File: src/rtl/ex_mem_reg_pkg.sv
// Shared constants and helpers for the execute/memory pipeline register.
//   Widths: REG_W (general register / HI/LO), REG_ADDR_W (register-file address),
//           STALL_W (central stall vector), CNT_W (accumulate cycle count).
//   Stall indices: STALL_EX (execute stalled), STALL_MEM (memory stalled).
//   decode_action(): resolves rst/flush/stall into the per-edge register action.
package ex_mem_reg_pkg;

    localparam int unsigned REG_W      = 32;
    localparam int unsigned REG_ADDR_W = 5;
    localparam int unsigned STALL_W    = 6;
    localparam int unsigned CNT_W      = 2;

    localparam int unsigned STALL_EX   = 3;
    localparam int unsigned STALL_MEM  = 4;

    localparam logic RST_ENABLE    = 1'b1;
    localparam logic WRITE_ENABLE  = 1'b1;
    localparam logic WRITE_DISABLE = 1'b0;

    localparam logic [REG_W-1:0]      ZERO_WORD = '0;
    localparam logic [REG_ADDR_W-1:0] REG_ZERO  = '0;

    // What the register does on the coming edge.
    typedef enum logic [1:0] {
        ACT_HOLD    = 2'd0,  // execute and memory both stalled
        ACT_ADVANCE = 2'd1,  // execute result moves to memory
        ACT_BUBBLE  = 2'd2,  // execute stalled, memory free: send a nop
        ACT_CLEAR   = 2'd3   // reset or flush
    } action_e;

    // Priority: rst, flush, bubble, advance, hold.
    function automatic action_e decode_action(
        input logic rst,
        input logic flush,
        input logic ex_stall,
        input logic mem_stall
    );
        if (rst == RST_ENABLE) begin
            return ACT_CLEAR;
        end
        if (flush) begin
            return ACT_CLEAR;
        end
        if (ex_stall && !mem_stall) begin
            return ACT_BUBBLE;
        end
        if (!ex_stall) begin
            return ACT_ADVANCE;
        end
        return ACT_HOLD;
    endfunction

endpackage

File: src/rtl/ex_mem_reg.sv
// ex_mem_reg: pipeline register between the execute and memory stages.
//   Captures the register-file and HI/LO write request from execute each edge and
//   presents it to the memory stage one cycle later. Honours the stall vector and
//   flush, inserting nops where execute stalls but memory does not.
//   Also returns the partial 64-bit product and cycle count of multi-cycle
//   multiply-accumulate instructions back to execute.
//
// Ports:
//   clk, rst (synchronous, active-high)
//   stall[5:0]  bit 3 execute stalled, bit 4 memory stalled, others ignored
//   flush       discard in-flight instruction
//   ex_wd/ex_wreg/ex_wdata, ex_whilo/ex_hi/ex_lo  -> mem_* (registered)
//   hilo_i/cnt_i -> hilo_o/cnt_o (registered accumulate feedback)
//
// Configuration macro EX_MEM_MADD_EN:
//   defined   - accumulate feedback registers present
//   undefined - hilo_o/cnt_o tied to zero, hilo_i/cnt_i ignored
module ex_mem_reg
    import ex_mem_reg_pkg::*;
#(
    parameter int unsigned DATA_W = REG_W,
    parameter int unsigned ADDR_W = REG_ADDR_W
) (
    input  logic                  clk,
    input  logic                  rst,
    input  logic [STALL_W-1:0]    stall,
    input  logic                  flush,
    input  logic [ADDR_W-1:0]     ex_wd,
    input  logic                  ex_wreg,
    input  logic [DATA_W-1:0]     ex_wdata,
    input  logic                  ex_whilo,
    input  logic [DATA_W-1:0]     ex_hi,
    input  logic [DATA_W-1:0]     ex_lo,
    input  logic [2*DATA_W-1:0]   hilo_i,
    input  logic [CNT_W-1:0]      cnt_i,
    output logic [ADDR_W-1:0]     mem_wd,
    output logic                  mem_wreg,
    output logic [DATA_W-1:0]     mem_wdata,
    output logic                  mem_whilo,
    output logic [DATA_W-1:0]     mem_hi,
    output logic [DATA_W-1:0]     mem_lo,
    output logic [2*DATA_W-1:0]   hilo_o,
    output logic [CNT_W-1:0]      cnt_o
);

    action_e action;

    // Resolve the per-edge action from the control inputs.
    always_comb begin
        action = decode_action(rst, flush, stall[STALL_EX], stall[STALL_MEM]);
    end

    // Only the execute and memory stall bits matter here.
    logic unused_stall;
    assign unused_stall = ^{stall[5], stall[2:0]};

    // Write request towards the memory stage.
    always_ff @(posedge clk) begin
        unique case (action)
            ACT_CLEAR, ACT_BUBBLE: begin
                mem_wd    <= ADDR_W'(REG_ZERO);
                mem_wreg  <= WRITE_DISABLE;
                mem_wdata <= DATA_W'(ZERO_WORD);
                mem_whilo <= WRITE_DISABLE;
                mem_hi    <= DATA_W'(ZERO_WORD);
                mem_lo    <= DATA_W'(ZERO_WORD);
            end
            ACT_ADVANCE: begin
                mem_wd    <= ex_wd;
                mem_wreg  <= ex_wreg;
                mem_wdata <= ex_wdata;
                mem_whilo <= ex_whilo;
                mem_hi    <= ex_hi;
                mem_lo    <= ex_lo;
            end
            ACT_HOLD: begin
            end
        endcase
    end

`ifdef EX_MEM_MADD_EN
    // Accumulate feedback: only progresses while execute is stalled; any
    // advance or clear means the accumulate has finished or been aborted.
    always_ff @(posedge clk) begin
        unique case (action)
            ACT_CLEAR, ACT_ADVANCE: begin
                hilo_o <= '0;
                cnt_o  <= '0;
            end
            ACT_BUBBLE: begin
                hilo_o <= hilo_i;
                cnt_o  <= cnt_i;
            end
            ACT_HOLD: begin
            end
        endcase
    end
`else
    assign hilo_o = '0;
    assign cnt_o  = '0;

    logic unused_madd;
    assign unused_madd = ^{hilo_i, cnt_i};
`endif

endmodule

File: config.mk
export PLATFORM = sky130hd
export DESIGN_NAME = ex_mem_reg
export DESIGN_NICKNAME = d
export VERILOG_FILES = /design/src/rtl/ex_mem_reg_pkg.sv /design/src/rtl/ex_mem_reg.sv
export SDC_FILE = /design/constraint.sdc
export NUM_CORES = 1
export LEC_CHECK = 0
export CAP_MARGIN = 40
export CORE_ASPECT_RATIO = 0.7
export CORE_MARGIN = 8
export CORE_UTILIZATION = 35
export CTS_CLUSTER_SIZE = 10
export DETAILED_ROUTE_END_ITERATION = 6
export PLACE_DENSITY = 0.74
export SLEW_MARGIN = 20
export SYNTH_ARGS = -nofsm -noshare
export SYNTH_HDL_FRONTEND = slang
export SYNTH_SLANG_ARGS = --single-unit
File: constraint.sdc
create_clock -name clk -period 7.4 [get_ports clk]
set_clock_uncertainty 0.1 [all_clocks]
set_input_delay 1.11 -clock clk [delete_from_list [all_inputs] [get_ports clk]]
set_output_delay 1.11 -clock clk [all_outputs]
set_load 0.005 [all_outputs]
==> results_tabular.tex <==
\begin{tabular}{lr}
\hline
Metric & Value \\
\hline
\multicolumn{2}{l}{\textbf{Power and ir drop}} \\
Leakage power figure & 2.64 nW \\
Total power divided by cell area & 178 nW/um\^{}2 \\
Max VDD drop & between 0.1 and 0.15 mV \\
\multicolumn{2}{l}{\textbf{Logic synthesis}} \\
Post-synth ARST share & 0\% \\
Top cells by instance count after synthesis & edfxtp\_1 (103), buf\_4 (73), nor4b\_2 (65) \\
Netlist area before placement & between 5000 and 6000 sq um \\
Number of enable-type register cells in the synthesized netlist & slightly above 100 \\
Proportion of synthesized chip area in sequential cells & approximately three fifths \\
Number of standard cells after synthesis & between 300 and 400 \\
Leading cell types by total area after synthesis & edfxtp\_1 (58\%), nor4b\_2 (18\%), buf\_4 (10\%) \\
Count of unique library cells instantiated by Yosys & 10 \\
Post-Synthesis Mean Instance Area & approximately 17 sq um \\
Synth Warn \# & 0 \\
Most used flip-flop cell after synthesis & edfxtp\_1 \\
Cell type with the highest aggregate area in the netlist & edfxtp\_1 \\
Flop and latch count out of synthesis & between 100 and 150 \\
Library cell with the highest instance count after synthesis & edfxtp\_1 \\
Synth top area share & approximately three fifths \\
\multicolumn{2}{l}{\textbf{Critical path}} \\
Category of the critical setup timing path & primary input to flop \\
Most used cell along the critical path & buf\_4 \\
Delay contributed by the slowest stage of the critical path & $\sim$0.66 ns \\
Arr. time, crit path & 3.07 ns \\
Cells traversed along the worst timing path & buf\_4, nand4bb\_4, buf\_4, buf\_16 \\
Crit-path slowest cell & nand4bb\_4 \\
Critical Path RT & around 7.3 ns \\
Kind of end point of the critical path & flop \\
Highest net fanout along the worst path & 48 \\
Category of the worst setup path launch point & primary input \\
\multicolumn{2}{l}{\textbf{Global routing}} \\
Peak-usage layer in the global routing report & met2 \\
Maximum number of pins on one net before global-route repair & 66 \\
First-pass GRT wire length & 20400 um \\
Met3 capacity usage during global routing & roughly 5.9\% \\
Total overflow reported by the global router & 0 \\
Met1 track utilization from global routing & 15.9\% \\
Global-route total usage across every layer & between 10\% and 20\% \\
Met2 track utilization from global routing & a little over a fifth \\
Number of global-route vias before repair & between 3000 and 4000 \\
Initial antenna violation count & 0 \\
\multicolumn{2}{l}{\textbf{STA}} \\
Fin crit period & about 3.1 ns \\
Setup repair after global routing missed its margin & false \\
Endpoints failing setup & 0 \\
Endpoints failing hold & 0 \\
Post-route setup TNS & 0 ns \\
Worst-margin pin slew & about 0.75 ns \\
Max-slew headroom at the worst pin & between 40\% and 50\% \\
Post-route fraction of the period consumed by the critical path & around 43\% \\
Highest attainable clock frequency & between 300 and 400 MHz \\
Number of pins with negative max-slew slack in the final report & 0 \\
\multicolumn{2}{l}{\textbf{Clock network}} \\
Post-cts resize count & 0 \\
CTS sink cnt & 103 \\
Number of buffers inserted by post-CTS setup repair & 0 \\
Cell at the root of the clock tree & clkbuf\_16 \\
Cts bufs inserted & 9 \\
Deepest level of the CTS H-tree & 3 \\
TritonCTS clock tree & done \\
Longest Clk Path Bufs & 2 \\
Cts hold-fix bufs & 0 \\
Clock-pin slew reported for the worst setup and hold paths after clock tree synthesis & 0.07 ns \\
\multicolumn{2}{l}{\textbf{Placement}} \\
Final weighted congestion of routability-driven global placement & $\sim$0.7 \\
Post-DP HPWL & between 9000 and 10000 um \\
Instance count after placement with tap cells included & between 600 and 700 \\
Number of buffers inserted by port buffering & 210 \\
\multicolumn{2}{l}{\textbf{Floorplanning}} \\
Placement row count & 37 \\
Number of primary I/O pins & $\sim$350 \\
Die area & roughly 19000 sq um \\
Initial Util & 36.0\% \\
Horizontal die dimension & 163 um \\
Die Ht & approximately 120 um \\
Core ar. & between 10000 and 15000 sq um \\
\multicolumn{2}{l}{\textbf{Drt}} \\
Ratio of routed vias to standard cells & 4.60 \\
Vias after detailed routing & about 3200 \\
Routed wire length & 13700 um \\
DRC Markers & 0 \\
Final routed wire length divided by cell count & approximately 20 um \\
TritonRoute pass-1 iters & 4 \\
DRT iter0 DRCs & roughly 150 \\
DRT antenna net count & 0 \\
\multicolumn{2}{l}{\textbf{Final layout}} \\
Final std cells w/o fill & 702 \\
Area delta synth->final & 41.8\% \\
Fillers & about 1200 \\
Net count, final & around 700 \\
Diode count & 0 \\
Register area & $\sim$3100 sq um \\
Multi-input gate area in the final layout & around 1700 sq um \\
Ratio of cells with drive above 1 in the final layout & about a fifth \\
\multicolumn{2}{l}{\textbf{Outcome}} \\
Result of the run & completed \\
\multicolumn{2}{l}{\textbf{Job}} \\
Max Cap Violations & 0 \\
\multicolumn{2}{l}{\textbf{Worst hold path}} \\
Worst hold path class & primary input to flop \\
\hline
\end{tabular}
-- cells in the final DEF (no fill, tap or decap), drive strengths merged --
cell type      netlist  routed
clkdlybuf4s50        0     207
edfxtp             103     103
nor4b              103     103
conb                 1      66
buf                 98      11
clkbuf               4      10
clkinvlp             0       2
clkinv               0       2
inv                  0       2
nand4bb              1       1
-- where the power goes --
part / leakage [nW] / switching [W] / internal (W)
Sequential: 1.22 / 0.00000844 / 0.000668
Clock: 0.131 / 0.000219 / 0.000233
Combinational: 1.29 / 0.0000838 / 0.000122
-- path summary, 6_finish.rpt --
| path | cells past startpoint | start | to |
|---|---|---|---|
| max | 4 | rst | mem_hi[25] |
| min | 2 | flush | mem_hi[3] |
-- area by class of cell --
type / instances / share of cell area, %
flip-flops and latches: 103 / 41.2
clock buffers: 10 / 3.05
multi-input cells: 170 / 22.1
clock inverters: 6 / 0.700
well taps: 195 / 3.25
repair buffers: 218 / 29.7
-- logic make-up after synthesis --
logic type,after synthesis,share of synthesized area [%]
flops,103,58.4
other cells,1,0.0709
simple gates,104,26.4
buf+inv,102,15.1
-- stage by stage --
step,util (%),instance area (sq um),worst slack [ns],total power [W],hold slack (ns)
floorplan,-,5540,1.67,0.000800,1.29
global placement,48.4,7120,3.67,0.000887,1.70
detailed placement,48.5,7140,3.62,0.000891,1.70
CTS,50.4,7420,3.99,0.00135,1.33
global route,51.0,7500,4.10,0.00138,1.04
finish,51.0,7500,4.25,0.00133,1.05
-- state kept, by name (all words and copies together) (netlist names) --
signal	count
mem_wd	5
mem_whilo	1
mem_wdata	32
mem_wreg	1
mem_hi	32
mem_lo	32
-- layer usage --
| layer | up-vias | routed length [um] |
|---|---|---|
| met5 | - | 0 |
| met2 | 175 | 6640 |
| met1 | 1577 | 5540 |
| li1 | 1463 | - |
| met3 | 11 | 1420 |
| met4 | 0 | 130 |
-- critical path: cells and delay by family --
family	cells	cell delay, ns
buffers and inverters	3	1.25
AND/OR/NAND/NOR	1	0.66
Note: power is estimated with default switching activity, not from simulation.
